==> src/rtl/alu_op_sequencer.sv <==
// Drives operand/select registers onto a combinational ALU, waits a fixed settle
// time, and returns the captured result; sweep mode folds every combination into a signature.
module alu_op_sequencer #(
  parameter int INPUT_WIDTH   = 4,
  parameter int OUTPUT_WIDTH  = 8,
  parameter int SELECT_WIDTH  = 2,
  parameter int SETTLE_CYCLES = 1,
  parameter int SIG_WIDTH     = 16
) (
  input  logic                                  clk,
  input  logic                                  rst_n,
  input  logic                                  cmd_valid,
  output logic                                  cmd_ready,
  input  logic [INPUT_WIDTH-1:0]                cmd_a,
  input  logic [INPUT_WIDTH-1:0]                cmd_b,
  input  logic [SELECT_WIDTH-1:0]               cmd_s,
  input  logic                                  cmd_sweep,
  output logic [INPUT_WIDTH-1:0]                alu_a,
  output logic [INPUT_WIDTH-1:0]                alu_b,
  output logic [SELECT_WIDTH-1:0]               alu_s,
  input  logic [OUTPUT_WIDTH-1:0]               alu_y,
  output logic                                  rsp_valid,
  input  logic                                  rsp_ready,
  output logic [OUTPUT_WIDTH-1:0]               rsp_y,
  output logic [SELECT_WIDTH-1:0]               rsp_s,
  output logic                                  busy,
  output logic                                  sweep_done,
  output logic [SIG_WIDTH-1:0]                  sweep_sig,
  output logic [2*INPUT_WIDTH+SELECT_WIDTH:0]   sweep_count
);

  localparam int IDX_W = 2*INPUT_WIDTH + SELECT_WIDTH;
  localparam int CNT_W = IDX_W + 1;

  typedef enum logic [2:0] {
    ST_IDLE,
    ST_DRIVE,
    ST_SETTLE,
    ST_RESP,
    ST_SW_DRIVE,
    ST_SW_SETTLE
  } state_t;

  state_t                    r_state;
  logic [IDX_W-1:0]          r_idx;
  logic [3:0]                r_settle;
  logic [INPUT_WIDTH-1:0]    r_alu_a;
  logic [INPUT_WIDTH-1:0]    r_alu_b;
  logic [SELECT_WIDTH-1:0]   r_alu_s;
  logic [OUTPUT_WIDTH-1:0]   r_rsp_y;
  logic [SELECT_WIDTH-1:0]   r_rsp_s;
  logic                      r_rsp_valid;
  logic                      r_sweep_done;
  logic [SIG_WIDTH-1:0]      r_sweep_sig;
  logic [CNT_W-1:0]          r_sweep_count;

  logic w_settle_last;
  logic w_idx_last;

  // Signature step: rotate left by one, then XOR in the zero-extended result.
  function automatic logic [SIG_WIDTH-1:0] sig_fold(input logic [SIG_WIDTH-1:0] sig,
                                                    input logic [OUTPUT_WIDTH-1:0] y);
    return {sig[SIG_WIDTH-2:0], sig[SIG_WIDTH-1]} ^ SIG_WIDTH'(y);
  endfunction

  assign w_settle_last = (r_settle == 4'(SETTLE_CYCLES - 1));
  assign w_idx_last    = &r_idx;

  always_ff @(posedge clk or negedge rst_n) begin
    if (!rst_n) begin
      r_state       <= ST_IDLE;
      r_idx         <= '0;
      r_settle      <= '0;
      r_alu_a       <= '0;
      r_alu_b       <= '0;
      r_alu_s       <= '0;
      r_rsp_y       <= '0;
      r_rsp_s       <= '0;
      r_rsp_valid   <= 1'b0;
      r_sweep_done  <= 1'b0;
      r_sweep_sig   <= '0;
      r_sweep_count <= '0;
    end else begin
      case (r_state)
        ST_IDLE: begin
          if (cmd_valid) begin
            if (cmd_sweep) begin
              r_sweep_sig   <= '0;
              r_sweep_count <= '0;
              r_sweep_done  <= 1'b0;
              r_idx         <= '0;
              r_state       <= ST_SW_DRIVE;
            end else begin
              r_alu_a <= cmd_a;
              r_alu_b <= cmd_b;
              r_alu_s <= cmd_s;
              r_state <= ST_DRIVE;
            end
          end
        end
        ST_DRIVE: begin
          r_settle <= '0;
          r_state  <= ST_SETTLE;
        end
        ST_SETTLE: begin
          if (w_settle_last) begin
            r_rsp_y     <= alu_y;
            r_rsp_s     <= r_alu_s;
            r_rsp_valid <= 1'b1;
            r_state     <= ST_RESP;
          end else begin
            r_settle <= r_settle + 4'd1;
          end
        end
        ST_RESP: begin
          if (rsp_ready) begin
            r_rsp_valid <= 1'b0;
            r_state     <= ST_IDLE;
          end
        end
        // Index layout, MSB to LSB: select, operand A, operand B.
        ST_SW_DRIVE: begin
          r_alu_s  <= r_idx[IDX_W-1 -: SELECT_WIDTH];
          r_alu_a  <= r_idx[2*INPUT_WIDTH-1 -: INPUT_WIDTH];
          r_alu_b  <= r_idx[INPUT_WIDTH-1:0];
          r_settle <= '0;
          r_state  <= ST_SW_SETTLE;
        end
        ST_SW_SETTLE: begin
          if (w_settle_last) begin
            r_sweep_sig   <= sig_fold(r_sweep_sig, alu_y);
            r_sweep_count <= r_sweep_count + CNT_W'(1);
            if (w_idx_last) begin
              r_sweep_done <= 1'b1;
              r_state      <= ST_IDLE;
            end else begin
              r_idx   <= r_idx + IDX_W'(1);
              r_state <= ST_SW_DRIVE;
            end
          end else begin
            r_settle <= r_settle + 4'd1;
          end
        end
        default: r_state <= ST_IDLE;
      endcase
    end
  end

  assign cmd_ready   = (r_state == ST_IDLE);
  assign busy        = (r_state != ST_IDLE);
  assign alu_a       = r_alu_a;
  assign alu_b       = r_alu_b;
  assign alu_s       = r_alu_s;
  assign rsp_valid   = r_rsp_valid;
  assign rsp_y       = r_rsp_y;
  assign rsp_s       = r_rsp_s;
  assign sweep_done  = r_sweep_done;
  assign sweep_sig   = r_sweep_sig;
  assign sweep_count = r_sweep_count;

endmodule

==> config.mk <==
export PLATFORM = sky130hd
export DESIGN_NAME = alu_op_sequencer
export DESIGN_NICKNAME = d
export VERILOG_FILES = /design/src/rtl/alu_op_sequencer.sv
export SDC_FILE = /design/constraint.sdc
export NUM_CORES = 1
export LEC_CHECK = 0
export CAP_MARGIN = 10
export CORE_UTILIZATION = 56
export CTS_BUF_LIST = sky130_fd_sc_hd__clkbuf_8
export CTS_CLUSTER_SIZE = 14
export DETAILED_ROUTE_END_ITERATION = 16
export PLACE_DENSITY_LB_ADDON = 0.12
export SKIP_CTS_REPAIR_TIMING = 1
export SLEW_MARGIN = 20
export SYNTH_ARGS = -nofsm -noshare
export SYNTH_HDL_FRONTEND = slang
export SYNTH_SLANG_ARGS = --single-unit
==> constraint.sdc <==
create_clock -name clk -period 2.87 [get_ports clk]
set_input_delay 0.574 -clock clk [delete_from_list [all_inputs] [get_ports clk]]
set_output_delay 0.574 -clock clk [all_outputs]
set_load 0.01 [all_outputs]
# == After elaboration in Yosys (flattened, before gate mapping) ==
# Index checks and enable logic that the tools add are counted.
# word_totals
register_bits,66
in_bits,23
wordCells,87
output_inout_bits,51
# op_classes
n_reduce_logical,18
n_mux,39
add_sub_neg,3
bitwise_logic,1
eq_ne,14
# ops
operator,n
16-bit two-way mux,3
10-bit two-way mux,4
11-bit two-way mux,3
16-bit case mux with 2 select lines,1
4-bit case mux with 2 select lines,3
11-bit case mux with 2 select lines,1
4-bit two-way mux,5
10-bit case mux with 2 select lines,1
3-bit two-way mux,6
3-bit case mux with 6 select lines,1
"2-bit inequality test, second input constant",8
16-bit by 8-bit bitwise XOR with 16-bit output,1
"11-bit by 1-bit adder with 11-bit output, second input constant",1
"10-bit by 1-bit adder with 10-bit output, second input constant",1
10-bit AND reduction,1
5-bit AND reduction,2
4-bit AND reduction,2
2-bit nonzero test,4
"3-bit by 2-bit equality test with 1-bit output, second input constant",2
"3-bit equality test, second input constant",2
1-bit two-way mux,6
3-bit AND reduction,2
"4-bit by 1-bit adder with 4-bit output, second input constant",1
4-bit zero test,1
other kinds (9),13

# == Depth between registers and ports, before layout ==
# Gate-level depths: netlist (run 1).
# logic_depth
depth_word,4
depth_mapped,8

# == Least setup slack after synthesis (run 1) ==
# No wires, ideal clock.
# synth_timing
path_type,reg2reg
startpoint,register r_settle[0]
endpoint,register r_sweep_count[9] (netlist: sweep_count[9])
period_less_slack_ns,1.833
arrival_ns,1.756
setup_slack_ns,1.037
setup_time_ns,0.078
stages_incl_launch_ff,9
required_time_ns,2.792
cell_sequence,dfrtp_1 > inv_1 > ha_1 > nor3b_2 > buf_4 > nand2_2 > buf_6 > or4_1 > a21oi_1
# synth_via
elab_chain_len,3
# synth_lines
element,line_no,rtl
start: declaration,46,logic [3:0] r_settle;
start signal: assignment,112,r_settle <= r_settle + 4'd1;
start signal: assignment,141,r_settle <= r_settle + 4'd1;
4-bit zero test,66,assign w_settle_last = (r_settle == 4'(SETTLE_CYCLES - 1));
2-bit inequality test (no source line),--,
4-bit AND reduction (no source line),--,
end signal: assignment,132,r_sweep_count <= r_sweep_count + CNT_W'(1);
end: declaration,55,logic [CNT_W-1:0] r_sweep_count;
# No other way between the ends.
# A chain may end at the register's enable or synchronous reset.

# == Worst setup path after layout (run 1) ==
# layout_timing
startpoint,register r_state[1]
endpoint,output busy
# layout_via
elab_chain_len,1
# layout_lines
element,line_no,rtl
start: declaration,44,state_t r_state;
start signal: assignment,71,r_state <= ST_IDLE;
start signal: assignment,92,r_state <= ST_SW_DRIVE;
start signal: assignment,97,r_state <= ST_DRIVE;
3-bit nonzero test,150,assign busy = (r_state != ST_IDLE);
end: declaration,26,"output logic busy,"
# No other way between the ends.

==> reports/metrics.yaml, run 1 <==
synth_top_family_by_area: "compound AO/OA/AOI/OAI gates"
crit_fanout: 21
grt_overflow: 0
postRouteAntennaNets: 0
period_share_pct: 90.1
drcViolationCount: 0
setup_viol: 0
power_frac_clock_pct: 17.4
max_slew_margin_pct: 55.8
final_nets: 426
slowest_stage: "dfrtp_1"
fp.coreArea_sq_um: 5570
yosys.area.top_type: "dfrtp_1"
cts-root-buf: "clkbuf_8"
p_per_area_nw_per_um2: 1030
fin_skew_ns: 0.00885
num_vias: 2804
post-dp-hpwl_mm: 5.21
synth-simple-area-share_pct: 16.9
netlist.area_leader.share_pct: 50.5
total_power_mw: 4.43
routed_wl_mm: 7.52
place_congestion: 0.923
startpoint_type: "flip-flop"
layout-drive-gt1-share_pct: 10.4
clock_path_buffers: 2
synth-edff-count: 0
num_antenna_cells: 0
yosysMostFrequentCell: "dfrtp_1"
synthTopCellsByCount: "dfrtp_1, nand2_1, o21ai_0, a21oi_1, nor2_1"
required_ns: 2.30
worstHoldPathType: "in2async"
crit_path_max_incr_delay_ns: 0.60
synth_fa_ha_area_share_pct: 1.53
start_util_pct: 58.7
yosys-mux-area-fraction_pct: 6.50
cts_made_buffers: 9
seq_area_frac_synth_pct: 50.5
clock.fmax_ghz: 0.387
synth-compound-area-share_pct: 17.6
synth-main-ff-cell: "dfrtp_1"
power.switching_mw: 1.69
clk_latency_ns: 0.34
reg2reg_slack_ns: 0.58
grt_pass1_vias: 2640
internal_power_mw: 2.73
fin_crit_ns: 2.59
syn_inst: 323
p_seq_share_pct: 37.0
area_delta_synth_final_pct: 31.1
yosys_warnings: 0
firstDrtPassIters: 5
drt_iter0_drc: 306
synthesis.area_sq_um: 3270
cts_sinks: 66
p_comb_share_pct: 45.5
antenna_found_initial: 0
ys_seq_elements: 66
slew_violations: 0
globalRouteTotalUtil_pct: 27.3
routed_via_density: 5.89
rows: 27
hold_violations: 0
grt_start_max_net_pins: 42
ir_drop_mv: 0.646
pin_count: 74
fin_cells: 476
swShare_pct: 38.2
clkTransAtPathRegs_ns: 0.07
fin_util_pct: 76.9
synth-xor-area-share_pct: 3.48
path_cells: "nor3_2 -> inv_1 -> clkdlybuf4s50_1"
hold_ws_ns: 0.241
maxCapViolations: 0
worstMarginPinSlew_ns: 0.657
cts_tree: "built"
die_area_sq_um: 6150
h-tree-depth: 3
grt_pass1_wl_mm: 12.9
synth_cell_types: 53
synthArstFlopShare_pct: 100
fp.dieW_microns: 78.4
endpoint_kind: "primary output"
die_h_microns: 78.4
crit_type: "reg2out"
wl_per_cell_microns: 15.8
leakagePower_nw: 1.82
tns_ns: 0
dp.cells: 460
portBuffers: 73
synth_area_leaders: "dfrtp_1, o21ai_0, nand2_1, xnor2_1, mux2_2"
arrival_ns: 2.01
syn_avg_cell_area_sq_um: 10.1
status: "completed"
rsz0062_at_grt: "no"
syn-num-nets: 350
## power by group through the flow
stage | combinational [mW] | clock [mW] | sequential (mW)
2_1_floorplan | 1.08 | 0 | 1.67
3_3_place_gp | 1.96 | 0 | 1.64
3_5_place_dp | 2.02 | 0 | 1.65
4_1_cts | 2.03 | 0.793 | 1.63
5_1_grt | 2.22 | 0.828 | 1.70
6_report | 2.02 | 0.770 | 1.64
## sequential cells by signal, indices dropped and copies added, names as in the netlist
name         flops
sweep_sig       16
sweep_count     11
r_idx           10
rsp_y            8
alu_a            4
alu_b            4
r_settle         4
r_state          3
alu_s            2
rsp_s            2
rsp_valid        1
sweep_done       1
## critical path, delay by kind of cell, from the launching register on
kind / cells / cell delay (ns)
AND/OR/NAND/NOR: 1 / 0.40
flip-flops: 1 / 0.60
buffers and inverters: 2 / 0.67
## through the flow
step | cell area (sq um) | worst slack, ns
2_1_floorplan | 3270 | 1.04
5_1_grt | 4290 | 0.170
4_1_cts | 4290 | 0.284
3_5_place_dp | 4090 | 0.559
6_report | 4290 | 0.283
3_3_place_gp | 4090 | 0.664
## path summary, 6_finish.rpt
check | depth (start not counted) | startpoint | end
worst max-delay path | 3 | r_state[1]$_DFFE_PN0P_ | busy
worst min-delay path | 1 | rst_n | r_idx[2]$_DFFE_PN0P_
worst max register to register | 4 | r_state[2]$_DFFE_PN0P_ | r_idx[4]$_DFFE_PN0P_
worst min register to register | 2 | alu_b[2]$_DFFE_PN0P_ | alu_b[2]$_DFFE_PN0P_
max in group asynchronous | 2 | rst_n | sweep_sig[14]$_DFFE_PN0P_
min in group clk | 2 | alu_b[2]$_DFFE_PN0P_ | alu_b[2]$_DFFE_PN0P_
## cells in the final DEF, fill, tap and decap left out, drive strengths merged, types with 11 or more instances in the layout
cell type and count:
nor2 16, clkdlybuf4s50 72, o31ai 12, o21ai 29, clkbuf 11, dfrtp 66, a21oi 17, nand2 36
nand3 12, inv 11, xnor2 13
## per-layer routing
| metal | GRT usage, % | vias to the layer above | share of wire [%] |
|---|---|---|---|
| li1 | - | 1345 | - |
| met1 | 39.5 | 1342 | 46 |
| met2 | 40.2 | 107 | 46 |
| met3 | 6.40 | 10 | 5.8 |
| met4 | 9.44 | 0 | 1.2 |
| met5 | 0 | - | 0 |
## layout make-up
type                    instances  area (sq um)
well taps                      72          90.1
inverters                       8          30.0
multi-input cells             232          1510
flip-flops and latches         66          1650
repair buffers                 82           806
fillers                       400          1290
clock buffers                  11           151
clock inverters                 5          46.3
## kinds of logic after synthesis
logic type / after synthesis
DFF: 66
and+or+nand+nor: 106
AOI/OAI and AO/OA: 89
xor gates and xnor gates: 13
muxes: 20
buffers and inverters: 25
adders and majority gates: 4
No activity file was read; power rests on OpenSTA's default activity.
==> run 2: changes to the inputs <==
==> constraint.sdc (replaced) <==
create_clock -name clk -period 2.87 [get_ports clk]
set_input_delay 0.7175 -clock clk [delete_from_list [all_inputs] [get_ports clk]]
set_output_delay 0.7175 -clock clk [all_outputs]
set_load 0.01 [all_outputs]
==> run 2 against run 1 <==
Net effect: sequential power about the same; first-iteration DRC count up 10%; count of clock-buffer cells in the layout down 1; cell area up 0.85%; utilization up 0.65 points; critical path depth unchanged; register-to-register slack better by 0.02 ns; critical path type unchanged.
==> reports/metrics.yaml, run 2 (same netlist as run 1, synthesis figures left out) <==
ir_drop_mv: 0.734  # +14%
fp.dieW_microns: 78.4  # unchanged
h-tree-depth: 3  # unchanged
clock_path_buffers: 2  # unchanged
num_antenna_cells: 0  # unchanged
critPathBufInv: 2  # unchanged
period_share_pct: 91.4  # +1.2 points
routed_wl_mm: 7.72  # +2.7%
arrival_ns: 1.90  # -0.11 ns
cts-root-buf: "clkbuf_8"
die_area_sq_um: 6150  # unchanged
crit_end: "busy"
hold_violations: 0  # unchanged
rows: 27  # unchanged
place_ws_ns: 0.426  # -0.133 ns
reg2reg_depth: 5  # +1
p_per_area_nw_per_um2: 1050  # +1.9%
reg2reg_slack_ns: 0.60  # +0.02 ns
area_delta_synth_final_pct: 32.2
leakagePower_nw: 1.83  # +0.55%
path_cells: "nor3_2 -> inv_1 -> clkdlybuf4s50_1"
grt_pass1_wl_mm: 12.9  # +0.37%
required_ns: 2.15  # -0.15 ns
startpoint_type: "flip-flop"
maxCapViolations: 0  # unchanged
worst_slack_ns: 0.248  # -0.0352 ns
max_slew_margin_pct: 56.3  # +0.46 points
fin_cells: 478  # +0.42%
layout_common_cells: "clkdlybuf4s50_1, dfrtp_1, nand2_1"
routed_via_density: 5.94  # +0.79%
clkTransAtPathRegs_ns: 0.07  # about the same
endpoint_kind: "primary output"
die_h_microns: 78.4  # unchanged
clock.fmax_ghz: 0.381  # -1.3%
r2r-start: "r_state[1]$_DFFE_PN0P_"
portBuffers: 73  # unchanged
layout_commonest_cell: "clkdlybuf4s50_1"
largest_register_ffs: 16  # unchanged
cts_tree: "built"
postRouteAntennaNets: 0  # unchanged
fp.coreArea_sq_um: 5570  # unchanged
dp.cells: 462  # +0.43%
place_congestion: 0.951  # +3.0%
globalRouteTotalUtil_pct: 27.3  # +0.055 points
crit_fanout: 14  # -33%
path_depth: 3  # unchanged
cts_made_buffers: 9  # unchanged
firstDrtPassIters: 5  # unchanged
fin_util_pct: 77.6  # +0.65 points
status: "completed"
crit_type: "reg2out"
fillCellCount: 392  # -2.0%
grt_pass1_vias: 2718  # +3.0%
worstMarginPinSlew_ns: 0.650  # -0.00682 ns
setup_viol: 0  # unchanged
slowest_stage: "dfrtp_1"
cts_sinks: 66  # unchanged
wl_per_cell_microns: 16.2  # +2.3%
num_vias: 2838  # +1.2%
drt_iter0_drc: 337  # +10%
layout-drive-gt1-share_pct: 11.3  # +0.93 points
worstHoldPathType: "in2async"
grt_overflow: 0  # unchanged
fin_crit_ns: 2.62  # +0.0352 ns
post-dp-hpwl_mm: 5.35  # +2.5%
start_util_pct: 58.7  # unchanged
cpLargestDelayFamily: "buffers and inverters"
pin_count: 74  # unchanged
tns_ns: 0  # unchanged
crit_path_max_incr_delay_ns: 0.54  # -0.06 ns
fin_skew_ns: 0.00543  # -0.00342 ns
r2r_end: "r_idx[4]$_DFFE_PN0P_"
rsz0062_at_grt: "no"
startpoint: "r_state[0]$_DFFE_PN0P_"
antenna_found_initial: 0  # unchanged
grt_start_max_net_pins: 42  # unchanged
clk_latency_ns: 0.34  # about the same
slew_violations: 0  # unchanged
drcViolationCount: 0  # unchanged
final_nets: 428  # +0.47%
## run 2: how the worst min path moves through the flow
| stage | cells past startpoint | endpoint |
|---|---|---|
| after CTS | 1 | alu_b[1]$_DFFE_PN0P_ |
| final | 1 | alu_b[1]$_DFFE_PN0P_ |
| after detailed placement | 2 | alu_b[2]$_DFFE_PN0P_ |
| after global routing | 1 | alu_b[1]$_DFFE_PN0P_ |
| after global placement | 2 | alu_b[3]$_DFFE_PN0P_ |
| after floorplan | 0 | alu_a[0]$_DFFE_PN0P_ |
## run 2: through the flow
stage	instance area (sq um)	power (mW)	hold slack [ns]
after floorplan	3270	2.75	0.422
after global placement	4110	3.62	0.460
after detailed placement	4110	3.70	0.469
after CTS	4320	4.57	0.404
after global routing	4320	4.83	0.440
final	4320	4.55	0.377
## run 2: report_power, final
group	internal (mW)	switching (mW)
Combinational	1.04	1.02
Clock	0.506	0.352
Sequential	1.27	0.358
Total	2.81	1.74
## run 2: layout make-up
cell class                 count  area (sq um)  area share [%]
clock buffer                  10           138            3.18
clock inverter                 6          81.3            1.88
inverter                       8          30.0           0.694
multi-input combinational    232          1510            35.0
sequential                    66          1650            38.2
tap                           72          90.1            2.08
timing repair buffer          84           821            19.0
## run 2: per-layer routing
metal  vias up  share of wire, %  GRT usage, %
li1       1348                 -             -
met1      1361                45          37.5
met2       114                48          42.2
met3        15               5.6          5.12
met4         0               1.6          12.4
met5         -                 0             0
==> run 3: changes to the inputs <==
--- a/config.mk
+++ b/config.mk
@@ -10,6 +10,7 @@
 export CTS_BUF_LIST = sky130_fd_sc_hd__clkbuf_8
 export CTS_CLUSTER_SIZE = 14
 export DETAILED_ROUTE_END_ITERATION = 16
+export GPL_ROUTABILITY_DRIVEN = 0
 export PLACE_DENSITY_LB_ADDON = 0.12
 export SKIP_CTS_REPAIR_TIMING = 1
 export SLEW_MARGIN = 20
==> results of run 3 <==
No change in the layout: final DEF, timing and power equal those of run 2.
